===== src/rtl/qr_row_sequencer_pkg.sv =====
// qr_pkg: shared phase enum, default phase lengths and a helper for the phase counter width.
package qr_pkg;
  typedef enum logic [2:0] {
    QR_IDLE,
    QR_RESET,
    QR_DRIVE,
    QR_SHARE,
    QR_SENSE,
    QR_DONE
  } qr_phase_e;
  localparam int QR_T_RST = 2;
  localparam int QR_T_DRV = 1;
  localparam int QR_T_SHR = 2;
  localparam int QR_T_SA  = 1;
  function automatic int qr_max4(input int a, input int b, input int c, input int d);
    int m;
    m = a;
    m = b > m ? b : m;
    m = c > m ? c : m;
    m = d > m ? d : m;
    return m;
  endfunction
endpackage


===== src/rtl/qr_row_sequencer_phase_timer.sv =====
// qr_phase_timer: loadable down-counter with terminal-count flag and a look-ahead
// flag telling whether the next cycle will be terminal.
module qr_phase_timer #(
  parameter int CW = 3
) (
  input  logic          CLK,
  input  logic          NRST,
  input  logic          i_load,
  input  logic [CW-1:0] i_val,
  output logic          o_tc,
  output logic          o_tc_nxt
);
  logic [CW-1:0] r_cnt;
  always_ff @(posedge CLK or negedge NRST) begin
    if (!NRST) r_cnt <= '0;
    else if (i_load) r_cnt <= i_val - CW'(1);
    else if (r_cnt != '0) r_cnt <= r_cnt - CW'(1);
  end
  assign o_tc     = r_cnt == '0;
  assign o_tc_nxt = i_load ? (i_val <= CW'(1)) : (r_cnt <= CW'(1));
endmodule


===== src/rtl/qr_row_sequencer.sv =====
// qr_row_sequencer: per-bit-plane RESET/DRIVE/SHARE/SENSE row sequencer for the CIM macro.
// Optional row masking is enabled by defining QR_ROW_MASK_EN.
module qr_row_sequencer
  import qr_pkg::*;
#(
  parameter int SRAM_ROWS = 128,
  parameter int ACT_BITS  = 4,
  parameter int T_RST     = QR_T_RST,
  parameter int T_DRV     = QR_T_DRV,
  parameter int T_SHR     = QR_T_SHR,
  parameter int T_SA      = QR_T_SA,
  localparam int BW       = ACT_BITS > 1 ? $clog2(ACT_BITS) : 1
) (
  input  logic                          CLK,
  input  logic                          NRST,
  input  logic                          i_valid,
  output logic                          o_ready,
  input  logic [SRAM_ROWS*ACT_BITS-1:0] i_act,
  input  logic                          i_abort,
`ifdef QR_ROW_MASK_EN
  input  logic [SRAM_ROWS-1:0]          i_mask,
`endif
  output logic [SRAM_ROWS-1:0]          VDR_SEL,
  output logic [SRAM_ROWS-1:0]          VDR_SELB,
  output logic [SRAM_ROWS-1:0]          VSS_SEL,
  output logic [SRAM_ROWS-1:0]          VSS_SELB,
  output logic [SRAM_ROWS-1:0]          VRST_SEL,
  output logic [SRAM_ROWS-1:0]          VRST_SELB,
  output logic                          M2A,
  output logic                          M2AB,
  output logic                          R2A,
  output logic                          R2AB,
  output logic                          PCH,
  output logic                          SAEN,
  output logic [BW-1:0]                 o_bit_idx,
  output logic                          o_sa_strobe,
  output logic                          o_done
);
  localparam int CW = $clog2(qr_max4(T_RST, T_DRV, T_SHR, T_SA)) + 1;
  if (T_RST < 1 || T_DRV < 1 || T_SHR < 1 || T_SA < 1) begin : g_chk
    $error("qr_row_sequencer: every phase length must be at least 1");
  end
  qr_phase_e                     r_state, w_nxt;
  logic [SRAM_ROWS*ACT_BITS-1:0] r_act;
  logic [BW-1:0]                 r_bit_idx, w_bit_nxt;
  logic                          r_abort, w_abort_nxt;
  logic                          w_accept, w_load, w_tc, w_tc_nxt, w_drv;
  logic [CW-1:0]                 w_load_val;
  logic [SRAM_ROWS-1:0]          w_plane, w_mask, w_vdr, w_vss, w_vrst;
  logic [ACT_BITS-1:0]           w_row [SRAM_ROWS];
  assign w_accept  = i_valid && o_ready;
  assign o_bit_idx = r_bit_idx;
  qr_phase_timer #(.CW(CW)) u_timer (
    .CLK     (CLK),
    .NRST    (NRST),
    .i_load  (w_load),
    .i_val   (w_load_val),
    .o_tc    (w_tc),
    .o_tc_nxt(w_tc_nxt)
  );
  always_comb begin
    w_nxt       = r_state;
    w_bit_nxt   = r_bit_idx;
    w_abort_nxt = r_abort;
    w_load      = 1'b0;
    w_load_val  = CW'(T_RST);
    if (r_state != QR_IDLE && i_abort) begin
      w_nxt       = QR_RESET;
      w_abort_nxt = 1'b1;
      w_load      = 1'b1;
    end else begin
      case (r_state)
        QR_IDLE: if (w_accept) begin
          w_nxt       = QR_RESET;
          w_bit_nxt   = '0;
          w_abort_nxt = 1'b0;
          w_load      = 1'b1;
        end
        QR_RESET: if (w_tc) begin
          w_nxt       = r_abort ? QR_IDLE : QR_DRIVE;
          w_abort_nxt = 1'b0;
          w_load      = !r_abort;
          w_load_val  = CW'(T_DRV);
        end
        QR_DRIVE: if (w_tc) begin
          w_nxt      = QR_SHARE;
          w_load     = 1'b1;
          w_load_val = CW'(T_SHR);
        end
        QR_SHARE: if (w_tc) begin
          w_nxt      = QR_SENSE;
          w_load     = 1'b1;
          w_load_val = CW'(T_SA);
        end
        QR_SENSE: if (w_tc) begin
          if (r_bit_idx == BW'(ACT_BITS - 1)) w_nxt = QR_DONE;
          else begin
            w_nxt     = QR_RESET;
            w_bit_nxt = r_bit_idx + BW'(1);
            w_load    = 1'b1;
          end
        end
        default: w_nxt = QR_IDLE;
      endcase
    end
  end
  for (genvar g = 0; g < SRAM_ROWS; g++) begin : g_row
    assign w_row[g]   = r_act[g*ACT_BITS +: ACT_BITS];
    assign w_plane[g] = w_row[g][r_bit_idx];
  end
`ifdef QR_ROW_MASK_EN
  logic [SRAM_ROWS-1:0] r_mask;
  always_ff @(posedge CLK or negedge NRST) begin
    if (!NRST) r_mask <= '0;
    else if (w_accept) r_mask <= i_mask;
  end
  assign w_mask = r_mask;
`else
  assign w_mask = '0;
`endif
  // Selects are decoded from the next state so every output leaves a flop.
  assign w_drv  = w_nxt == QR_DRIVE;
  assign w_vdr  = w_drv ? (w_plane & ~w_mask) : '0;
  assign w_vss  = w_drv ? (~w_plane & ~w_mask) : '0;
  assign w_vrst = w_nxt == QR_RESET ? '1 : (w_drv ? w_mask : '0);
  always_ff @(posedge CLK or negedge NRST) begin
    if (!NRST) begin
      r_state     <= QR_IDLE;
      r_bit_idx   <= '0;
      r_abort     <= 1'b0;
      r_act       <= '0;
      o_ready     <= 1'b1;
      o_done      <= 1'b0;
      o_sa_strobe <= 1'b0;
      PCH         <= 1'b0;
      SAEN        <= 1'b0;
      M2A         <= 1'b0;
      M2AB        <= 1'b1;
      R2A         <= 1'b0;
      R2AB        <= 1'b1;
      VDR_SEL     <= '0;
      VDR_SELB    <= '1;
      VSS_SEL     <= '0;
      VSS_SELB    <= '1;
      VRST_SEL    <= '0;
      VRST_SELB   <= '1;
    end else begin
      r_state     <= w_nxt;
      r_bit_idx   <= w_bit_nxt;
      r_abort     <= w_abort_nxt;
      if (w_accept) r_act <= i_act;
      o_ready     <= w_nxt == QR_IDLE;
      o_done      <= w_nxt == QR_DONE;
      o_sa_strobe <= w_nxt == QR_SENSE && w_tc_nxt;
      PCH         <= w_nxt == QR_RESET;
      SAEN        <= w_nxt == QR_SENSE;
      M2A         <= w_nxt == QR_SHARE;
      M2AB        <= w_nxt != QR_SHARE;
      R2A         <= w_nxt == QR_SHARE;
      R2AB        <= w_nxt != QR_SHARE;
      VDR_SEL     <= w_vdr;
      VDR_SELB    <= ~w_vdr;
      VSS_SEL     <= w_vss;
      VSS_SELB    <= ~w_vss;
      VRST_SEL    <= w_vrst;
      VRST_SELB   <= ~w_vrst;
    end
  end
endmodule

===== config.mk =====
export PLATFORM = sky130hd
export DESIGN_NAME = qr_row_sequencer
export DESIGN_NICKNAME = d
export VERILOG_FILES = /design/src/rtl/qr_row_sequencer_pkg.sv /design/src/rtl/qr_row_sequencer_phase_timer.sv /design/src/rtl/qr_row_sequencer.sv
export SDC_FILE = /design/constraint.sdc
export NUM_CORES = 2
export LEC_CHECK = 0
export BUFFER_PORTS_ARGS = -buffer_cell sky130_fd_sc_hd__buf_2
export CAP_MARGIN = 20
export CORE_AREA = 2 2 511 513
export DETAILED_ROUTE_END_ITERATION = 10
export DIE_AREA = 0 0 513 515
export PLACE_DENSITY = 0.41
export REMOVE_ABC_BUFFERS = 1
export SLEW_MARGIN = 10
export SYNTH_ARGS = -nofsm -noshare
export SYNTH_HDL_FRONTEND = slang
export SYNTH_HIERARCHICAL = 1
export SYNTH_SLANG_ARGS = --single-unit

===== constraint.sdc =====
create_clock -name CLK -period 3.85 [get_ports CLK]
set_clock_uncertainty 0.15 [all_clocks]
set_input_delay 0.5775 -clock CLK [delete_from_list [all_inputs] [get_ports CLK]]
set_output_delay 0.5775 -clock CLK [all_outputs]
set_load 0.03 [all_outputs]

==> metrics.txt <==
Post-DP HPWL 134 mm; Overflow after GRT 0; # IOs 1,295; Seq/Total Area, Yosys 59.5%; Iter 0 DRT Violations 1,670; Final Max Tran Viols 0; Max-Slew Margin vs Limit 37.8%; kind of critical path reg2out; Post-synth top flop dfrtp_1; fin crit share 84.4%; Die Y 515 um; gpl congestion 0.805; port buffer count 1,294; CTS Buffer Depth 3; Power Dens Cells 695 nW/um2; clk_lat worst skew 780 ps; Setup-failing EPs final 0; vias in the first global route 34,000; worst min-delay path category in2reg; Die Footprint 264,000 um2; asr flop ratio synth 100%; post-route cell area 63,300 um2; Initial DRT Pass Iterations 5; synth warn 6; Hold WS 96.9 ps; initial antenna violation count 48; RSZ-0062 raised after global routing no; syn avg cell area 14.5 um2; share of layout cells above drive strength 1 56.1%; clk root buf clkbuf_16; total power 44,000 uW; Worst IR Drop VDD 0.832 mV; Total GRT Usage 13.5%; drc violations 0; crit path launch type flop; drt total wl 184 mm; share of the synthesized area in the top cell type 44.1%; pin count of the biggest net entering global routing 106; Post-synth EDFFs 0; H-tree depth 4; Worst Path Required 3120 ps; Pleak 0.0294 uW; area leader, netlist dfrtp_1; Filler cells 27,200; outcome finished, final reports clean; Synth cell types 47; cell count after synthesis 3,065; fmax 0.308 GHz; Slew @ Worst Pin 933 ps; Nets 5,124; Post-DRT Antenna Nets 0; cts repair resizes 0; Area contributors post-synth dfrtp_1, dfstp_2, mux2_2; initial core utilization 17.1%; synthesized area 44,300 um2; cts bufs inserted 133; max-cap viol count 0; CP Capture Type output pin; Synth Register Bits 1,040; placed inst area 53,700 um2; Clock Sinks 1,040; chip width 513 um; post-layout min period 3250 ps; routed vias 31,700; Worst Path Arrival 2520 ps; setup TNS 0 ps; final count of hold timing violations 0; TritonCTS clock tree yes; routed len/inst 22.6 um; Worst-path clk slew 50 ps; Cell Rows 187; core area 259,000 um2; vias per cell 3.90; first-pass GRT wire length 258 mm; synthesis-to-layout area growth 42.9%; worst-path fanout max 65
-- final cells by class --
cell class,instances,area [um2],share of cell area [%]
tap,3402,4260,6.72
antenna,23,57.6,0.0909
sequential,1040,26400,41.6
inverter,7,26.3,0.0415
timing repair buffer,1951,13400,21.2
multi-input combinational,1471,14800,23.3
clock buffer,200,3850,6.08
clock inverter,46,603,0.953
-- per-stage QoR --
stage	worst slack, ps	util [%]	std cells
after CTS	462	24.5	8117
after floorplan	-20210	-	2518
after global routing	345	24.5	8134
after global placement	876	20.8	7358
after detailed placement	904	20.8	7358
final	599	24.5	8140
-- logic make-up (layout without fill, tap and decap cells) --
family          after synthesis  after routing  synth area share (%)
xor+xnor                      1              1                0.0198
mux                         643            643                  19.6
simple gates                545            545                  7.00
flops                      1040           1040                  59.5
buf+inv                     554           2204                  7.38
other cells                   0             23                     0
compound gates              278            278                  6.44
fa+ha+maj                     4              4                 0.113
-- worst max-delay path, stage by stage (launching register included) --
cell and delay [ps]:
dfstp_2 970, buf_4 480, buf_2 280
-- synth_stat cells (2+ instances only) --
cell	count
buf_6	10
inv_1	6
nor2_1	4
and2_1	2
buf_4	259
dfstp_2	259
nand2b_1	4
buf_1	16
and3_1	257
nor4_1	2
a21boi_0	2
or4_1	2
dfrtp_1	781
mux2_2	512
buf_2	113
a211o_1	3
nand3b_1	2
ha_1	4
nand3_1	258
o211a_1	129
a211oi_1	43
nor3b_1	2
mux4_2	128
a211oi_2	87
mux2i_1	3
nor3_1	3
clkbuf_1	149
o31a_1	3
o2bb2ai_1	2
a21oi_1	3
-- worst paths after layout --
check | start | endpoint | slack (ps) | cells after the start
worst max-delay path | VRST_SELB[126]$_DFF_PN1_ | VRST_SELB[38] | 600 | 2
worst min-delay path | i_act[502] | r_act[502]$_DFFE_PN0P_ | 100 | 2
worst max register to register | u_timer/r_cnt[1]$_DFFE_PN0P_ | VSS_SEL[40]$_DFF_PN0_ | 870 | 6
worst min register to register | r_act[501]$_DFFE_PN0P_ | r_act[501]$_DFFE_PN0P_ | 350 | 1
max in group asynchronous | NRST | r_act[91]$_DFFE_PN0P_ | 2070 | 3
min in group asynchronous | NRST | r_act[382]$_DFFE_PN0P_ | 350 | 2
-- layer usage --
layer / up-vias / GRT usage, % / routed length [um]
li1: 14000 / - / -
met1: 16300 / 16.8 / 77800
met2: 1140 / 22.2 / 87600
met3: 262 / 3.77 / 12400
met4: 22 / 4.78 / 6000
met5: - / 0 / 144
-- where the power goes --
group	leakage, uW	internal, uW	switching [uW]	total (uW)
registers	0.0125	14200	1820	16000
clock network	0.00216	7470	5250	12700
logic	0.0147	6120	9170	15300
total	0.0294	27800	16200	44000
-- registers in the layout (all words and copies together), names as in the netlist, 2 cells and up --
signal and cells:
VSS_SELB 128, r_act 512, VDR_SELB 128, o_bit_idx 2, VDR_SEL 128, r_state 3
VSS_SEL 128, u_timer/r_cnt 2
-- placed cells by master, fill, tap and decap left out, drive strengths merged, types with 6 or more instances in the layout --
cell type and instances:
buf 1438, dfrtp 781, o211a 129, bufinv 7, clkinv 24, and3 257
a211oi 130, nand3 258, clkinvlp 6, inv 16, diode 23, dlygate4sd3 513
dfstp 259, mux4 128, clkbuf 200, mux2 512
-- timing repair --
action | CTS | global route
setup buffers | 0 | 0
hold buffers | 513 | 0
endpoints found under the hold margin | 542 | 0
No activity file was read; power rests on OpenSTA's default activity.
